File: src/rtl/bcd_entry_pkg.sv
`default_nettype none
// +------------------------------------------------------------------+
// | Package  : bcd_entry_pkg                                         |
// | Purpose  : Key codes, FSM state type and width helper shared by  |
// |            the BCD keypad entry buffer and its converter.        |
// | Revision : 1.0 - initial release                                 |
// +------------------------------------------------------------------+
package bcd_entry_pkg;

  localparam logic [3:0] KEY_SIGN      = 4'hA;
  localparam logic [3:0] KEY_COMMIT    = 4'hB;
  localparam logic [3:0] KEY_BACKSPACE = 4'hE;

  typedef enum logic [1:0] {
    IDLE = 2'd0,
    CONV = 2'd1,
    HOLD = 2'd2
  } entry_state_t;

  // Bits needed to hold any value below 10**digits.
  function automatic int clog2_pow10(input int digits);
    longint p;
    int     w;
    p = 1;
    w = 0;
    for (int i = 0; i < digits; i++) begin
      p = p * 10;
    end
    while ((longint'(1) << w) < p) begin
      w = w + 1;
    end
    return w;
  endfunction

endpackage
`default_nettype wire

File: src/rtl/bcd_serial_to_bin.sv
`default_nettype none
// +------------------------------------------------------------------+
// | Module   : bcd_serial_to_bin                                     |
// | Purpose  : Serial BCD-to-binary converter. Walks the digits from  |
// |            the most significant nibble down, one per cycle,      |
// |            computing acc*10 + digit.                              |
// | Revision : 1.0 - initial release                                 |
// +------------------------------------------------------------------+
module bcd_serial_to_bin
  import bcd_entry_pkg::*;
#(
  parameter int DIGITS = 3,
  parameter int ACC_W  = 14
) (
  input  logic                clk,
  input  logic                rst,
  input  logic                clear,
  input  logic                start,
  input  logic [4*DIGITS-1:0] bcd,
  output logic                last,
  output logic [ACC_W-1:0]    acc_next
);

  localparam int IDX_W = (DIGITS > 1) ? $clog2(DIGITS) : 1;

  logic [IDX_W-1:0] idx;
  logic [ACC_W-1:0] acc;
  logic             running;
  logic [3:0]       nibble;

  // Select the digit currently addressed by the index counter.
  always_comb begin
    nibble = '0;
    for (int i = 0; i < DIGITS; i++) begin
      if (idx == IDX_W'(i)) begin
        nibble = bcd[4*i +: 4];
      end
    end
  end

  // acc*10 as shift-and-add; the extra accumulator bits keep it from wrapping.
  assign acc_next = (acc << 3) + (acc << 1) + ACC_W'(nibble);

  // The step taken while idx is zero is the final one.
  assign last = running && (idx == '0);

  // Index counter and accumulator; start arms a fresh DIGITS-step pass.
  always_ff @(posedge clk or negedge rst) begin
    if (!rst) begin
      idx     <= '0;
      acc     <= '0;
      running <= 1'b0;
    end else if (clear) begin
      idx     <= '0;
      acc     <= '0;
      running <= 1'b0;
    end else if (start) begin
      idx     <= IDX_W'(DIGITS - 1);
      acc     <= '0;
      running <= 1'b1;
    end else if (running) begin
      acc <= acc_next;
      idx <= idx - 1'b1;
      if (idx == '0) begin
        running <= 1'b0;
      end
    end
  end

endmodule
`default_nettype wire

File: src/rtl/bcd_entry_buffer.sv
`default_nettype none
// +------------------------------------------------------------------+
// | Module   : bcd_entry_buffer                                      |
// | Purpose  : Keypad digit-entry buffer. Collects decimal keys into  |
// |            a right-aligned BCD display buffer with backspace and |
// |            clear; a commit key converts the entry to binary,     |
// |            saturates at MAX_VAL and offers it on valid/ready.    |
// | Options  : BCD_ENTRY_SIGN_EN adds a sign key and out_neg port.   |
// | Revision : 1.0 - initial release                                 |
// +------------------------------------------------------------------+
module bcd_entry_buffer
  import bcd_entry_pkg::*;
#(
  parameter int DIGITS  = 3,
  parameter int MAX_VAL = 255
) (
  input  logic                                clk,
  input  logic                                rst,
  input  logic                                clr,
  input  logic [3:0]                          key_code,
  input  logic                                key_valid,
  output logic [4*DIGITS-1:0]                 disp_bcd,
  output logic                                busy,
  output logic [clog2_pow10(DIGITS)-1:0]      out_value,
  output logic                                out_sat,
  output logic                                out_valid,
  input  logic                                out_ready
`ifdef BCD_ENTRY_SIGN_EN
  ,
  output logic                                out_neg
`endif
);

  localparam int VAL_W = clog2_pow10(DIGITS);
  localparam int ACC_W = VAL_W + 4;
  localparam int BUF_W = 4 * DIGITS;
  localparam int CNT_W = $clog2(DIGITS + 1);

  entry_state_t     state;
  entry_state_t     next_state;
  logic [BUF_W-1:0] buffer;
  logic [CNT_W-1:0] count;
  logic             clr_q;
  logic             conv_start;
  logic             conv_last;
  logic [ACC_W-1:0] conv_next;
  logic             handshake;
  logic             key_idle;
  logic             sat_hit;
`ifdef BCD_ENTRY_SIGN_EN
  logic             neg;
`endif

  assign disp_bcd  = buffer;
  assign busy      = (state != IDLE);
  assign handshake = out_valid && out_ready;
  assign key_idle  = (state == IDLE) && key_valid && !clr_q;
  assign conv_start = key_idle && (key_code == KEY_COMMIT);
  assign sat_hit   = (conv_next > ACC_W'(MAX_VAL));

  bcd_serial_to_bin #(
    .DIGITS (DIGITS),
    .ACC_W  (ACC_W)
  ) u_conv (
    .clk      (clk),
    .rst      (rst),
    .clear    (clr_q),
    .start    (conv_start),
    .bcd      (buffer),
    .last     (conv_last),
    .acc_next (conv_next)
  );

  // FSM state register.
  always_ff @(posedge clk or negedge rst) begin
    if (!rst) begin
      state <= IDLE;
    end else begin
      state <= next_state;
    end
  end

  // Next-state logic; a registered clear overrides every transition.
  always_comb begin
    next_state = state;
    case (state)
      IDLE:    if (conv_start) next_state = CONV;
      CONV:    if (conv_last)  next_state = HOLD;
      HOLD:    if (handshake)  next_state = IDLE;
      default: next_state = IDLE;
    endcase
    if (clr_q) begin
      next_state = IDLE;
    end
  end

  // Entry buffer, result registers and handshake flag.
  always_ff @(posedge clk or negedge rst) begin
    if (!rst) begin
      clr_q     <= 1'b0;
      buffer    <= '0;
      count     <= '0;
      out_value <= '0;
      out_sat   <= 1'b0;
      out_valid <= 1'b0;
`ifdef BCD_ENTRY_SIGN_EN
      neg       <= 1'b0;
      out_neg   <= 1'b0;
`endif
    end else begin
      clr_q <= clr;
      if (clr_q) begin
        buffer    <= '0;
        count     <= '0;
        out_value <= '0;
        out_sat   <= 1'b0;
        out_valid <= 1'b0;
`ifdef BCD_ENTRY_SIGN_EN
        neg       <= 1'b0;
        out_neg   <= 1'b0;
`endif
      end else begin
        case (state)
          IDLE: begin
            if (key_valid) begin
              if (key_code <= 4'd9) begin
                if (count < CNT_W'(DIGITS)) begin
                  buffer <= (buffer << 4) | BUF_W'(key_code);
                  count  <= count + 1'b1;
                end
              end else if (key_code == KEY_BACKSPACE) begin
                if (count != '0) begin
                  buffer <= buffer >> 4;
                  count  <= count - 1'b1;
                end
`ifdef BCD_ENTRY_SIGN_EN
              end else if (key_code == KEY_SIGN) begin
                neg <= ~neg;
`endif
              end
            end
          end
          CONV: begin
            if (conv_last) begin
              if (sat_hit) begin
                out_value <= VAL_W'(MAX_VAL);
                out_sat   <= 1'b1;
              end else begin
                out_value <= conv_next[VAL_W-1:0];
                out_sat   <= 1'b0;
              end
`ifdef BCD_ENTRY_SIGN_EN
              out_neg <= neg && (conv_next != '0);
`endif
            end
          end
          HOLD: begin
            if (!out_valid) begin
              out_valid <= 1'b1;
            end else if (out_ready) begin
              out_valid <= 1'b0;
              buffer    <= '0;
              count     <= '0;
`ifdef BCD_ENTRY_SIGN_EN
              neg       <= 1'b0;
              out_neg   <= 1'b0;
`endif
            end
          end
          default: ;
        endcase
      end
    end
  end

endmodule
`default_nettype wire

File: config.mk
export PLATFORM = sky130hd
export DESIGN_NAME = bcd_entry_buffer
export DESIGN_NICKNAME = d
export VERILOG_FILES = /design/src/rtl/bcd_entry_pkg.sv /design/src/rtl/bcd_serial_to_bin.sv /design/src/rtl/bcd_entry_buffer.sv
export SDC_FILE = /design/constraint.sdc
export NUM_CORES = 1
export LEC_CHECK = 0
export ABC_CLOCK_PERIOD_IN_PS = 3300
export BUFFER_PORTS_ARGS = -buffer_cell sky130_fd_sc_hd__buf_2
export CORE_MARGIN = 8
export CORE_UTILIZATION = 53
export CTS_CLUSTER_SIZE = 30
export DETAILED_ROUTE_END_ITERATION = 10
export GPL_TIMING_DRIVEN = 0
export PLACE_DENSITY = 0.76
export SLEW_MARGIN = 15
export SYNTH_ARGS = -nofsm -noshare
export SYNTH_HDL_FRONTEND = slang
export SYNTH_SLANG_ARGS = --single-unit
File: constraint.sdc
create_clock -name clk -period 3.3 [get_ports clk]
set_input_delay 0.33 -clock clk [delete_from_list [all_inputs] [get_ports clk]]
set_output_delay 0.33 -clock clk [all_outputs]
set_load 0.1 [all_outputs]
==> results.json, run 1 <==
{
  "status": "finished with violations",
  "violations": "setup timing",
  "cts_tree": "built",
  "grt.busiest_layer": "met2",
  "clkTransAtPathRegs_ns": 0.09,
  "ir_drop_mv": 0.187,
  "clock_latency_ns": 0.30,
  "arrival_ns": 3.85,
  "synth_nets": 337,
  "routed_wl_mm": 6.74,
  "drt-vias-per-instance": 5.63,
  "rows": 27,
  "grt_pass1_wl_mm": 11.2,
  "use_met3_pct": 3.46,
  "cts_root_buf": "clkbuf_8",
  "syn2layout_area_growth_pct": 19.9,
  "yosys_warnings": 0,
  "hold_viol": 0,
  "drtIter0Drc": 65,
  "maxSlewHeadroom_pct": 32.4,
  "synth.distinct_cells": 50,
  "die_w_um": 89.6,
  "fin_crit_ns": 3.66,
  "crit_top_cell": "a211oi_2",
  "power-per-cell-area_nw_per_um2": 342,
  "yosysSeqAreaShare_pct": 39.2,
  "cp_slowest_cell": "fa_1",
  "fin_ws_ns": -0.364,
  "fin_hold_ws_ns": 0.129,
  "design.core.area_um2": 5370,
  "period_share_pct": 111,
  "layout.nets": 387,
  "wire_per_inst_um": 15.9,
  "drc": 0,
  "synth_edf_count": 0,
  "synth_cells": 301,
  "die-area_um2": 8030,
  "first_global_vias": 2372,
  "async_flop_share_pct": 100,
  "power_leakage_nw": 1.68,
  "gp_congestion": 0.893,
  "ctsHoldBuffers": 0,
  "port_buffers": 33,
  "ant_nets": 0,
  "antenna_found_initial": 0,
  "fmax_ghz": 0.273,
  "setup_viol": 9,
  "power.total_mw": 1.18,
  "start_util_pct": 53.5,
  "crit_fanout": 6,
  "cts-buffers-inserted": 5,
  "grt_max_degree": 46,
  "crit_type": "reg -> reg",
  "cts_max_level": 2,
  "grt_util_met2_pct": 31.1,
  "synth_area_um2": 2870,
  "grt_use_met1_pct": 21.7,
  "dp_hpwl_mm": 4.63,
  "cp_data_required_time_ns": 3.49,
  "grt_overflow": 0,
  "synth_seq_cells": 45,
  "max_stage_delay_ns": 0.51,
  "die_h_um": 89.6,
  "drive_gt1_share_pct": 28.1,
  "critPathCaptureType": "flop",
  "skew_ns": 0.00826,
  "crit_chain": "buf_6 -> ha_4 -> a211oi_2 -> a21oi_2 -> fa_1 -> inv_1 -> fa_2 -> nor2b_4 -> o211ai_2 -> a211oi_2 -> buf_4 -> o22a_1 -> o2111ai_2 -> nand2_2 -> o21ai_4 -> a221o_1",
  "cp-start-kind": "flop",
  "hold_class": "in -> reg",
  "grt_usage_pct": 18.0,
  "synthFlopType": "dfrtp_1",
  "clkSinkCount": 45,
  "post-place-ws_ns": -0.356,
  "diodes": 0,
  "drtPass1Iterations": 4,
  "syn_area_per_cell_um2": 9.54,
  "drv_cap": 0,
  "boundaryPins": 34,
  "vias": 2387,
  "tightestPinTransition_ns": 1.01,
  "rsz0062_at_grt": "yes",
  "slew_violations": 0,
  "clockBufferDepth": 2
}
-- cell usage after synthesis, types with 5 or more instances --
cell type | number | area, um2
a21oi_1 | 16 | 80.1
dfrtp_1 | 45 | 1130
nand3_1 | 13 | 65.1
o21ai_0 | 5 | 25.0
xnor2_1 | 10 | 87.6
o21ai_1 | 16 | 80.1
clkbuf_1 | 11 | 41.3
ha_1 | 25 | 313
nor2_1 | 28 | 105
nand4_1 | 6 | 37.5
mux2i_1 | 13 | 130
inv_1 | 22 | 82.6
a221o_1 | 8 | 80.1
nand2_1 | 22 | 82.6
-- cells by family (layout without fill, tap and decap cells) --
logic type / Yosys count / after routing / share of synthesized area, %
XOR/XNOR: 11 / 11 / 3.35
AND/OR/NAND/NOR: 91 / 91 / 15.6
AO/OA/AOI/OAI: 73 / 74 / 18.5
buffers and inverters: 37 / 87 / 4.96
adder cells (fa/ha/maj): 27 / 27 / 12.3
flip-flops: 45 / 45 / 39.2
multiplexers: 17 / 17 / 6.10
-- sequential cells by signal, indices dropped and copies added, names as in the netlist, 2 cells and up --
signal      count
u_conv.idx      2
disp_bcd       12
state           2
out_value      10
u_conv.acc     13
count           2
-- final cells by class --
type	instances	area, um2
timing repair buffer	43	244
clock buffer	6	72.6
sequential	45	1140
buffer	14	56.3
inverter	22	82.6
tap	72	90.1
clock inverter	2	38.8
fill	446	1930
multi-input combinational	220	1720
-- critical path: cells and delay by family, from the launching register on --
family	cells	cell delay [ns]
buffers and inverters	3	0.36
DFF	1	0.42
AOI/OAI and AO/OA	8	1.41
adders and majority gates	3	1.05
and+or+nand+nor	2	0.30
-- power by group --
group	internal (mW)	leakage, nW	switching [mW]
sequential	0.565	0.607	0.0148
clock	0.228	0.0554	0.200
combinational	0.0447	1.02	0.126
-- placed cells by master (no fill, tap or decap), drive strengths merged, types with 4 or more instances in the layout --
master and count:
xnor2 10, a221o 8, mux2i 13, dfrtp 45, a21oi 18, clkbuf 16
o21ai 23, nand4 6, ha 25, nor2 28, nand2 22, nand3 14
inv 22, mux2 4, a21o 4, nor2b 5, nand2b 4, buf 47
-- worst paths after layout --
kind	startpoint	to	slack (ns)	depth (start not counted)
worst max register to register	u_conv.idx[0]	out_value[7]	-0.36	16
worst max-delay path	u_conv.idx[0]	out_value[7]	-0.36	16
min in group asynchronous	rst	out_valid	0.20	1
worst min-delay path	clr	clr_q	0.13	1
max in group asynchronous	rst	disp_bcd[3]	2.42	1
worst min register to register	out_sat	out_sat	0.48	1
-- routing by layer --
layer | vias up | part of all wire (%)
met5 | - | 0
met4 | 0 | 2.2
met3 | 14 | 5.3
met2 | 44 | 47
met1 | 1158 | 45
li1 | 1171 | -
-- stage by stage --
stage | area, um2 | TNS, ns | utilization, % | std cells
floorplan | 2930 | -0.399 | - | 301
global placement | 3180 | -2.63 | 59.2 | 406
detailed placement | 3180 | -3.01 | 59.2 | 406
CTS | 3380 | -2.58 | 63.0 | 421
global route | 3450 | -4.32 | 64.2 | 424
finish | 3450 | -3.11 | 64.2 | 424
-- what timing repair did --
action / 4_1_cts / 5_1_grt
cloned: 1 / 0
endpoints found under the hold margin: 0 / 0
pin swaps: 3 / 2
setup buffers: 7 / 3
endpoints found under the setup margin: 9 / 11
gates resized for setup: 10 / 7
Power figures use the tool's default switching activity.
==> run 2, diff against run 1 <==
--- a/config.mk
+++ b/config.mk
@@ -13,6 +13,7 @@
 export DETAILED_ROUTE_END_ITERATION = 10
 export GPL_TIMING_DRIVEN = 0
 export PLACE_DENSITY = 0.76
+export SETUP_SLACK_MARGIN = 0.2
 export SLEW_MARGIN = 15
 export SYNTH_ARGS = -nofsm -noshare
 export SYNTH_HDL_FRONTEND = slang
==> run 2 against run 1 <==
Against the previous run: the flow still finishes with violations (setup timing); largest cell class unchanged; combinational power is essentially flat; critical endpoint unchanged; register-to-register slack lost 0.04 ns; fmax shrank 0.96%; cell count shrank 0.47%; via count grew 1.1%.
==> results.json, run 2 (synthesis results as in run 1) <==
{
  "boundaryPins": 34,
  "clkTransAtPathRegs_ns": 0.10,
  "period_share_pct": 112,
  "crit_fanout": 8,
  "design.core.area_um2": 5370,
  "antenna_found_initial": 0,
  "grt_overflow": 0,
  "status": "finished with violations",
  "violations": "setup timing",
  "cts_tree": "built",
  "drtPass1Iterations": 5,
  "power-per-cell-area_nw_per_um2": 342,
  "drtIter0Drc": 78,
  "ir_drop_mv": 0.196,
  "clockBufferDepth": 2,
  "hold_viol": 0,
  "reg2reg_setup_slack_ns": -0.40,
  "critPathCaptureType": "flop",
  "cts-buffers-inserted": 5,
  "gp_congestion": 0.893,
  "whs_endpoint": "clr_q",
  "crit_type": "reg -> reg",
  "rows": 27,
  "fin_tns_setup_ns": -3.45,
  "wire_per_inst_um": 16.0,
  "cts_root_buf": "clkbuf_8",
  "r2r_end": "out_value[7]",
  "first_global_vias": 2362,
  "final_cell_mix": "buf_2 (36), dfrtp_1 (36), nor2_1 (28)",
  "clkSinkCount": 45,
  "fin_cells": 422,
  "grt_pass1_wl_mm": 11.1,
  "maxSlewHeadroom_pct": 33.2,
  "placed_cells": 406,
  "drc": 0,
  "routed_wl_mm": 6.74,
  "drive_gt1_share_pct": 27.1,
  "fmax_ghz": 0.270,
  "die-area_um2": 8030,
  "die_w_um": 89.6,
  "tightestPinTransition_ns": 1.00,
  "die_h_um": 89.6,
  "grt_max_degree": 46,
  "layout.nets": 385,
  "port_buffers": 33,
  "drt-vias-per-instance": 5.72,
  "drv_cap": 0,
  "power_leakage_nw": 1.67,
  "diodes": 0,
  "regMostFlops": "u_conv.acc",
  "cts_max_level": 2,
  "r2r_cells": 17,
  "slew_violations": 0,
  "grt_usage_pct": 17.9,
  "cp-start-kind": "flop",
  "clock_latency_ns": 0.31,
  "hold_path_depth": 1,
  "worstReg2RegStart": "u_conv.idx[0]",
  "largest_reg_flops": 13,
  "fin_ws_ns": -0.399,
  "setup_viol": 10,
  "vias": 2413,
  "cp_data_required_time_ns": 3.49,
  "fillers": 441,
  "hold_class": "in -> reg",
  "skew_ns": 0.0105,
  "arrival_ns": 3.89,
  "hp-start": "clr",
  "ant_nets": 0,
  "fin_crit_ns": 3.70,
  "start_util_pct": 53.5,
  "ctsHoldBuffers": 0,
  "syn2layout_area_growth_pct": 20.2,
  "rsz0062_at_grt": "yes",
  "dp_hpwl_mm": 4.63
}
-- run 2: layout make-up --
class                      instances  area [um2]  area share (%)
clock inverter                     2        38.8            1.12
buffer                            15        71.3            2.07
clock buffer                       6        72.6            2.10
multi-input combinational        220        1740            50.3
inverter                          22        82.6            2.39
timing repair buffer              40         221            6.42
sequential                        45        1140            32.9
tap                               72        90.1            2.61
-- run 2: stage by stage --
stage	hold slack (ns)	instance area, um2	worst slack, ns	power [mW]	utilization (%)
global placement	0.440	3180	-0.309	0.756	59.2
CTS	0.129	3390	-0.324	1.18	63.1
detailed placement	0.443	3180	-0.356	0.757	59.2
floorplan	0.0344	2930	-0.0498	0.710	-
finish	0.128	3450	-0.399	1.18	64.3
global route	0.120	3450	-0.550	1.23	64.3
-- run 2: worst max-delay path by stage --
stage / end / startpoint / slack [ns] / depth (start not counted)
after detailed placement: out_value[4] / u_conv.idx[1] / -0.36 / 17
after global placement: out_value[3] / u_conv.idx[1] / -0.31 / 17
after CTS: out_value[5] / u_conv.idx[0] / -0.32 / 16
after global routing: out_value[5] / u_conv.idx[0] / -0.55 / 16
after floorplan: out_value[2] / u_conv.idx[1] / -0.05 / 17
final: out_value[7] / u_conv.idx[0] / -0.40 / 17
-- run 2: timing repair --
| item | in CTS | in global routing |
|---|---|---|
| setup buffers | 4 | 3 |
| gates cloned | 1 | 0 |
| resized for setup | 11 | 7 |
| endpoints found under the setup margin | 12 | 13 |
| pin swaps | 3 | 2 |
-- run 2: worst max-delay path: stages, from the launching register on --
cell	delay [ns]
dfrtp_1	0.39
inv_2	0.07
ha_2	0.19
buf_8	0.13
a211oi_2	0.22
a21oi_2	0.06
fa_1	0.51
inv_1	0.06
fa_2	0.36
nor2b_4	0.13
o211ai_2	0.10
a211oi_2	0.29
buf_4	0.16
o22a_1	0.17
o2111ai_2	0.15
nand2_2	0.17
o21ai_4	0.12
a221o_1	0.29
-- run 2: power by group --
| part | internal (mW) | switching [mW] |
|---|---|---|
| logic | 0.0450 | 0.126 |
| clock network | 0.228 | 0.201 |
| registers | 0.565 | 0.0144 |
-- run 2: metal layers --
metal	wire [um]	share of wire, %	vias to the layer above	GRT usage (%)
met3	367	5.4	22	3.64
met2	3190	47	51	30.4
li1	-	-	1171	-
met5	0	0	-	0
met1	3000	44	1169	21.7
met4	188	2.8	0	6.80
